`config.mk`:
```
export PLATFORM = sky130hd
export DESIGN_NAME = superh16_alu_issue_arb
export DESIGN_NICKNAME = d
export VERILOG_FILES = /design/src/rtl/superh16_alu_issue_arb.sv
export SDC_FILE = /design/constraint.sdc
export NUM_CORES = 1
export LEC_CHECK = 0
export ABC_AREA = 1
export ABC_CLOCK_PERIOD_IN_PS = 8330
export BUFFER_PORTS_ARGS = -buffer_cell sky130_fd_sc_hd__buf_2
export CORE_MARGIN = 2
export CORE_UTILIZATION = 25
export CTS_CLUSTER_DIAMETER = 30
export CTS_CLUSTER_SIZE = 12
export DETAILED_ROUTE_END_ITERATION = 12
export GPL_TIMING_DRIVEN = 0
export PLACE_DENSITY = 0.41
export SETUP_SLACK_MARGIN = 0.1
export SLEW_MARGIN = 0
export SYNTH_ARGS = -nofsm -noshare
export SYNTH_HDL_FRONTEND = slang
export SYNTH_SLANG_ARGS = --single-unit
export TNS_END_PERCENT = 10
```
`constraint.sdc`:
```
create_clock -name clk -period 8.33 [get_ports clk]
set_input_delay 1.2495 -clock clk [delete_from_list [all_inputs] [get_ports clk]]
set_output_delay 1.2495 -clock clk [all_outputs]
set_load 0.05 [all_outputs]
```
`src/rtl/superh16_alu_issue_arb.sv`:
```
// Integer ALU issue arbiter: grants up to NUM_ALU of NUM_REQ requesters per cycle,
// starved requesters first, then round-robin, into registered issue slots.
package superh16_alu_pkg;
  typedef logic [5:0] uop_opcode_t;
endpackage

// Per-requester wait counter; flags starvation once it saturates.
module superh16_alu_wait_ctr #(
  parameter int STARVE_LIMIT = 7
) (
  input  logic       clk,
  input  logic       rst_n,
  input  logic       flush,
  input  logic       alu_stall,
  input  logic       req_valid,
  input  logic       req_ready,
  output logic [3:0] wait_cnt,
  output logic       starved
);
  localparam logic [3:0] LIM = 4'(STARVE_LIMIT);

  always_ff @(posedge clk or negedge rst_n) begin
    if (!rst_n)                       wait_cnt <= '0;
    else if (flush)                   wait_cnt <= '0;
    else if (alu_stall)               wait_cnt <= wait_cnt;
    else if (!req_valid || req_ready) wait_cnt <= '0;
    else if (wait_cnt != LIM)         wait_cnt <= wait_cnt + 4'd1;
  end

  assign starved = (wait_cnt == LIM);
endmodule

module superh16_alu_issue_arb
  import superh16_alu_pkg::*;
#(
  parameter int NUM_REQ       = 4,
  parameter int NUM_ALU       = 2,
  parameter int STARVE_LIMIT  = 7,
  parameter int XLEN          = 32,
  parameter int PHYS_REG_BITS = 7,
  parameter int ROB_IDX_BITS  = 6
) (
  input  logic                                         clk,
  input  logic                                         rst_n,
  input  logic                                         flush,
  input  logic                                         alu_stall,
  input  logic        [NUM_REQ-1:0]                    req_valid,
  input  uop_opcode_t [NUM_REQ-1:0]                    req_opcode,
  input  logic        [NUM_REQ-1:0][XLEN-1:0]          req_src1,
  input  logic        [NUM_REQ-1:0][XLEN-1:0]          req_src2,
  input  logic        [NUM_REQ-1:0][PHYS_REG_BITS-1:0] req_dst_tag,
  input  logic        [NUM_REQ-1:0][ROB_IDX_BITS-1:0]  req_rob_idx,
  output logic        [NUM_REQ-1:0]                    req_ready,
  output logic        [NUM_ALU-1:0]                    alu_valid,
  output uop_opcode_t [NUM_ALU-1:0]                    alu_opcode,
  output logic        [NUM_ALU-1:0][XLEN-1:0]          alu_src1,
  output logic        [NUM_ALU-1:0][XLEN-1:0]          alu_src2,
  output logic        [NUM_ALU-1:0][PHYS_REG_BITS-1:0] alu_dst_tag,
  output logic        [NUM_ALU-1:0][ROB_IDX_BITS-1:0]  alu_rob_idx,
  output logic        [31:0]                           issue_count
);
  localparam int PW = (NUM_REQ > 1) ? $clog2(NUM_REQ) : 1;

  logic [PW-1:0]                rr_ptr, rr_nxt, idx;
  logic                         rr_upd;
  logic [NUM_REQ-1:0][3:0]      wait_cnt;
  logic [NUM_REQ-1:0]           starved;
  logic [NUM_ALU-1:0]           slot_vld;
  logic [NUM_ALU-1:0][PW-1:0]   slot_sel;
  int                           n_gnt;
  int                           j;

  for (genvar g = 0; g < NUM_REQ; g++) begin : g_wait
    superh16_alu_wait_ctr #(.STARVE_LIMIT(STARVE_LIMIT)) u_ctr (
      .clk       (clk),
      .rst_n     (rst_n),
      .flush     (flush),
      .alu_stall (alu_stall),
      .req_valid (req_valid[g]),
      .req_ready (req_ready[g]),
      .wait_cnt  (wait_cnt[g]),
      .starved   (starved[g])
    );
  end

  // Two passes fill slots in priority order: starved by index, then round-robin from rr_ptr.
  always_comb begin
    req_ready = '0;
    slot_vld  = '0;
    slot_sel  = '0;
    rr_upd    = 1'b0;
    rr_nxt    = rr_ptr;
    n_gnt     = 0;
    j         = 0;
    idx       = '0;
    if (rst_n && !flush && !alu_stall) begin
      for (int i = 0; i < NUM_REQ; i++) begin
        if (req_valid[i] && starved[i] && n_gnt < NUM_ALU) begin
          for (int s = 0; s < NUM_ALU; s++)
            if (s == n_gnt) begin
              slot_vld[s] = 1'b1;
              slot_sel[s] = PW'(i);
            end
          req_ready[i] = 1'b1;
          n_gnt = n_gnt + 1;
        end
      end
      for (int k = 0; k < NUM_REQ; k++) begin
        j = int'(rr_ptr) + k;
        if (j >= NUM_REQ) j = j - NUM_REQ;
        idx = PW'(j);
        if (req_valid[idx] && !starved[idx] && !req_ready[idx] && n_gnt < NUM_ALU) begin
          for (int s = 0; s < NUM_ALU; s++)
            if (s == n_gnt) begin
              slot_vld[s] = 1'b1;
              slot_sel[s] = idx;
            end
          req_ready[idx] = 1'b1;
          n_gnt  = n_gnt + 1;
          rr_upd = 1'b1;
          rr_nxt = (j + 1 >= NUM_REQ) ? '0 : PW'(j + 1);
        end
      end
    end
  end

  always_ff @(posedge clk or negedge rst_n) begin
    if (!rst_n) begin
      alu_valid   <= '0;
      alu_opcode  <= '0;
      alu_src1    <= '0;
      alu_src2    <= '0;
      alu_dst_tag <= '0;
      alu_rob_idx <= '0;
      rr_ptr      <= '0;
      issue_count <= '0;
    end else if (flush) begin
      alu_valid <= '0;
    end else if (!alu_stall) begin
      alu_valid <= slot_vld;
      for (int s = 0; s < NUM_ALU; s++) begin
        alu_opcode[s]  <= req_opcode[slot_sel[s]];
        alu_src1[s]    <= req_src1[slot_sel[s]];
        alu_src2[s]    <= req_src2[slot_sel[s]];
        alu_dst_tag[s] <= req_dst_tag[slot_sel[s]];
        alu_rob_idx[s] <= req_rob_idx[slot_sel[s]];
      end
      if (rr_upd) rr_ptr <= rr_nxt;
      issue_count <= issue_count + 32'(n_gnt);
    end
  end
endmodule
```
==> parameters.txt <==
Parameter                              Value

Outcome
  Result of the run ... completed

Critical path
  Delay of the slowest cell on the worst path ... 0.54 ns
  CP Class ... in -> reg
  Endpoint class of the critical path ... register
  Top cell by count, worst path ... sky130_fd_sc_hd__inv_1
  Data arrival at the endpoint of the critical path ... 8.11 ns
  Launching element type of the critical path ... primary input
  Required arrival time at the worst endpoint ... 8.85 ns
  Max stage delay cell, worst path ... sky130_fd_sc_hd__fa_1
  Max FO, Critical Path ... 10

Cells and area
  Util after Layout ... 34.3%
  Fraction of layout cells with a size suffix above 1 ... 23.2%
  Fill count ... 8337
  Layout overhead on the synthesized area ... 35.6%
  Area taken by flip-flops and latches ... 5460 um2
  Post-route non-filler standard cell count ... 4666
  Area of the multi-input gates ... 10300 um2
  Total Nets Final ... 4013

GRT
  Number of global-route vias before repair ... 22500
  Number of antenna violations at the first check in global routing ... 23
  Remaining Overflow, GRT ... 0
  All-Layer GR Usage ... 25.3%
  Global-route wire length before repair ... 144000 um
  Largest net degree at the start of global routing ... 92

Clock tree
  Sinks on Clock Net ... 218
  Number of clock buffers inserted by TritonCTS ... 73
  Clock tree from TritonCTS ... done
  Clock root buffer ... sky130_fd_sc_hd__clkbuf_16
  Reg clk slew, reported paths ... 0.04 ns
  Worst-Skew Late Latency ... 0.60 ns
  Deepest clock path buffer count ... 3
  Count of H-tree levels built during CTS ... 3

Placement
  Post-detail-place hpwl ... 77200 um
  Final weighted congestion of routability-driven global placement ... 0.908
  Number of port buffers ... 542
  Cell count after placement ... 4518

STA
  RSZ-0062 raised after global routing ... false
  Transition at the pin with the smallest max-transition slack ... 1.31 ns
  Fin. Hold Viols ... 0
  Post-route fraction of the period consumed by the critical path ... 91.1%
  Total of endpoints with negative setup slack in the final report ... 0
  Fin Clk Skew ... 0.0223 ns
  Setup_tns ... 0 ns
  Slew Limit Fails ... 0
  Max frequency ... 132 MHz
  Fin crit period ... 7.59 ns
  Normalized max-slew margin ... 12.5%

Synth
  Synth warnings ... 0
  Summed instance area of the synthesized netlist ... 18400 um2
  List of most frequent post-synthesis cells ... sky130_fd_sc_hd__nand2_1 (1155), sky130_fd_sc_hd__inv_1 (416), sky130_fd_sc_hd__nand3_1 (374), sky130_fd_sc_hd__nand4_1 (353), sky130_fd_sc_hd__dfrtp_1 (218)
  EDFF count, synth ... 0
  Ranking of synthesized cells by area ... sky130_fd_sc_hd__dfrtp_1 (30%), sky130_fd_sc_hd__nand2_1 (24%), sky130_fd_sc_hd__nand4_1 (12%)
  Async set-reset flop share out of synthesis ... 100%
  Most used standard cell by instance count after synthesis ... sky130_fd_sc_hd__nand2_1
  Top flip-flop cell by instance count after synthesis ... sky130_fd_sc_hd__dfrtp_1
  Post-synthesis cell count ... 3010
  Portion of the post-synthesis area used by sequential elements ... 29.6%
  Synthesized area per cell ... 6.13 um2
  Number of synthesized register bits ... 218
  Yosys top cell by area ... sky130_fd_sc_hd__dfrtp_1
  Share of the synthesized area in the top cell type ... 29.6%
  Number of distinct standard cells referenced by the synthesized netlist ... 37

Pwr
  Power density over cell area ... 491 nW/um2
  Clock share of power ... 21.9%
  Switching power as a share of total power ... 58.1%
  Overall power ... 0.0123 W
  Flop pwr share ... 13.5%
  Logic pwr share ... 64.6%
  Net switching power ... 0.00714 W
  Leak pwr ... 14.5 nW
  Maximum vdd ir drop ... 0.281 mV
  Internal power ... 0.00515 W

Drt
  Pre-antenna DRT Iters ... 5
  Initial drt markers ... 1752
  Total Routed Length ... 99500 um
  Count of unresolved DRC violations after routing ... 0
  Routed vias/inst ... 4.84
  Routed Antenna Nets ... 0
  Detailed-route wire length per cell ... 21.3 um
  Total vias in the final route ... 22600

Die
  Std cell rows ... 99
  Floorplan die height ... 276 um
  Total Die Area ... 75900 um2
  Initial cell density of the core ... 25.3%
  I/O pin count ... 544
  Horizontal extent of the die ... 276 um
  Floorplan Core Area ... 73000 um2

Worst hold path
  Hold Crit Class ... reg -> reg

Job
  Max_cap viols ... 0
-- routing by layer --
metal	global-route usage [%]	up-vias	wire (um)
met5	0	-	80
met4	9.06	14	3150
met3	4.59	173	6450
met2	41.1	820	46100
met1	33.5	10600	43700
li1	-	11000	-
-- worst paths after layout --
kind	end	slack [ns]	start	cells past startpoint
min in group asynchronous	alu_src1[51]	0.55	rst_n	1
setup reg to reg	issue_count[24]	0.75	g_wait[0].u_ctr.wait_cnt[0]	47
max in group asynchronous	alu_src2[3]	6.87	rst_n	2
hold / removal	alu_src1[21]	0.47	alu_src1[21]	2
hold reg to reg	alu_src1[21]	0.47	alu_src1[21]	2
setup / recovery	issue_count[24]	0.74	req_valid[0]	45
-- final cells by class --
| type | instances | area share [%] |
|---|---|---|
| repair buffers | 549 | 11.3 |
| diodes | 13 | 0.130 |
| flip-flops and latches | 218 | 21.8 |
| inverters | 424 | 6.36 |
| plain buffers | 232 | 4.55 |
| multi-input cells | 2140 | 41.4 |
| clock buffers | 109 | 8.69 |
| clock inverters | 22 | 1.01 |
| well taps | 959 | 4.80 |
-- flip-flops by register name, indices dropped and copies added, names as in the netlist --
signal	cells
alu_opcode	12
issue_count	32
alu_rob_idx	12
alu_src2	64
alu_dst_tag	14
rr_ptr	2
alu_src1	64
alu_valid	2
g_wait.u_ctr.wait_cnt	16
-- worst max-delay path: cells and delay by family --
kind	cells	cell delay, ns
adders and majority gates	8	2.44
and+or+nand+nor	19	2.21
buffers and inverters	11	1.10
AOI/OAI and AO/OA	6	0.95
xor gates and xnor gates	1	0.15
-- stage by stage --
stage	instance area [um2]	hold slack, ns	setup WS [ns]
3_5_place_dp	22400	0.459	-0.734
2_1_floorplan	18500	0.467	0.646
6_report	25000	0.468	0.742
5_1_grt	25000	0.482	0.0726
3_3_place_gp	22400	0.460	-1.51
4_1_cts	24900	0.472	0.121
-- logic make-up (layout without fill, tap and decap cells) --
family / count (synthesis) / in the layout / share of synthesized area (%)
buf+inv: 656 / 1336 / 14.8
xor+xnor: 41 / 41 / 1.95
fa+ha+maj: 35 / 35 / 2.46
other cells: 1 / 18 / 0.0203
flops: 218 / 218 / 29.6
compound gates: 67 / 67 / 2.03
simple gates: 1992 / 1992 / 49.2
-- repair_timing --
item,in CTS,in global routing
gates cloned,0,0
resized for setup,4,15
hold endpoints to repair,0,0
hold buffers,0,0
setup buffers,0,4
pin swaps,0,3
endpoints found under the setup margin,2,20
-- power groups by stage --
stage / Sequential [W] / Clock, W / Combinational [W]
6_report: 0.00166 / 0.00269 / 0.00793
5_1_grt: 0.00171 / 0.00281 / 0.00850
4_1_cts: 0.00167 / 0.00275 / 0.00778
3_5_place_dp: 0.00167 / 0 / 0.00774
3_3_place_gp: 0.00167 / 0 / 0.00776
2_1_floorplan: 0.00283 / 0 / 0.00394
-- cells in the final DEF (no fill, tap or decap), drive strengths merged, types with 16 or more instances in the layout --
master  netlist  layout
nand2      1161    1161
buf         151     700
inv         424     429
nand3       389     389
nand4       356     356
dfrtp       218     218
clkbuf       81     190
nor2         67      67
o21ai        38      38
ha           33      33
xor2         28      28
a21oi        16      16
Note: power is estimated with default switching activity, not from simulation.
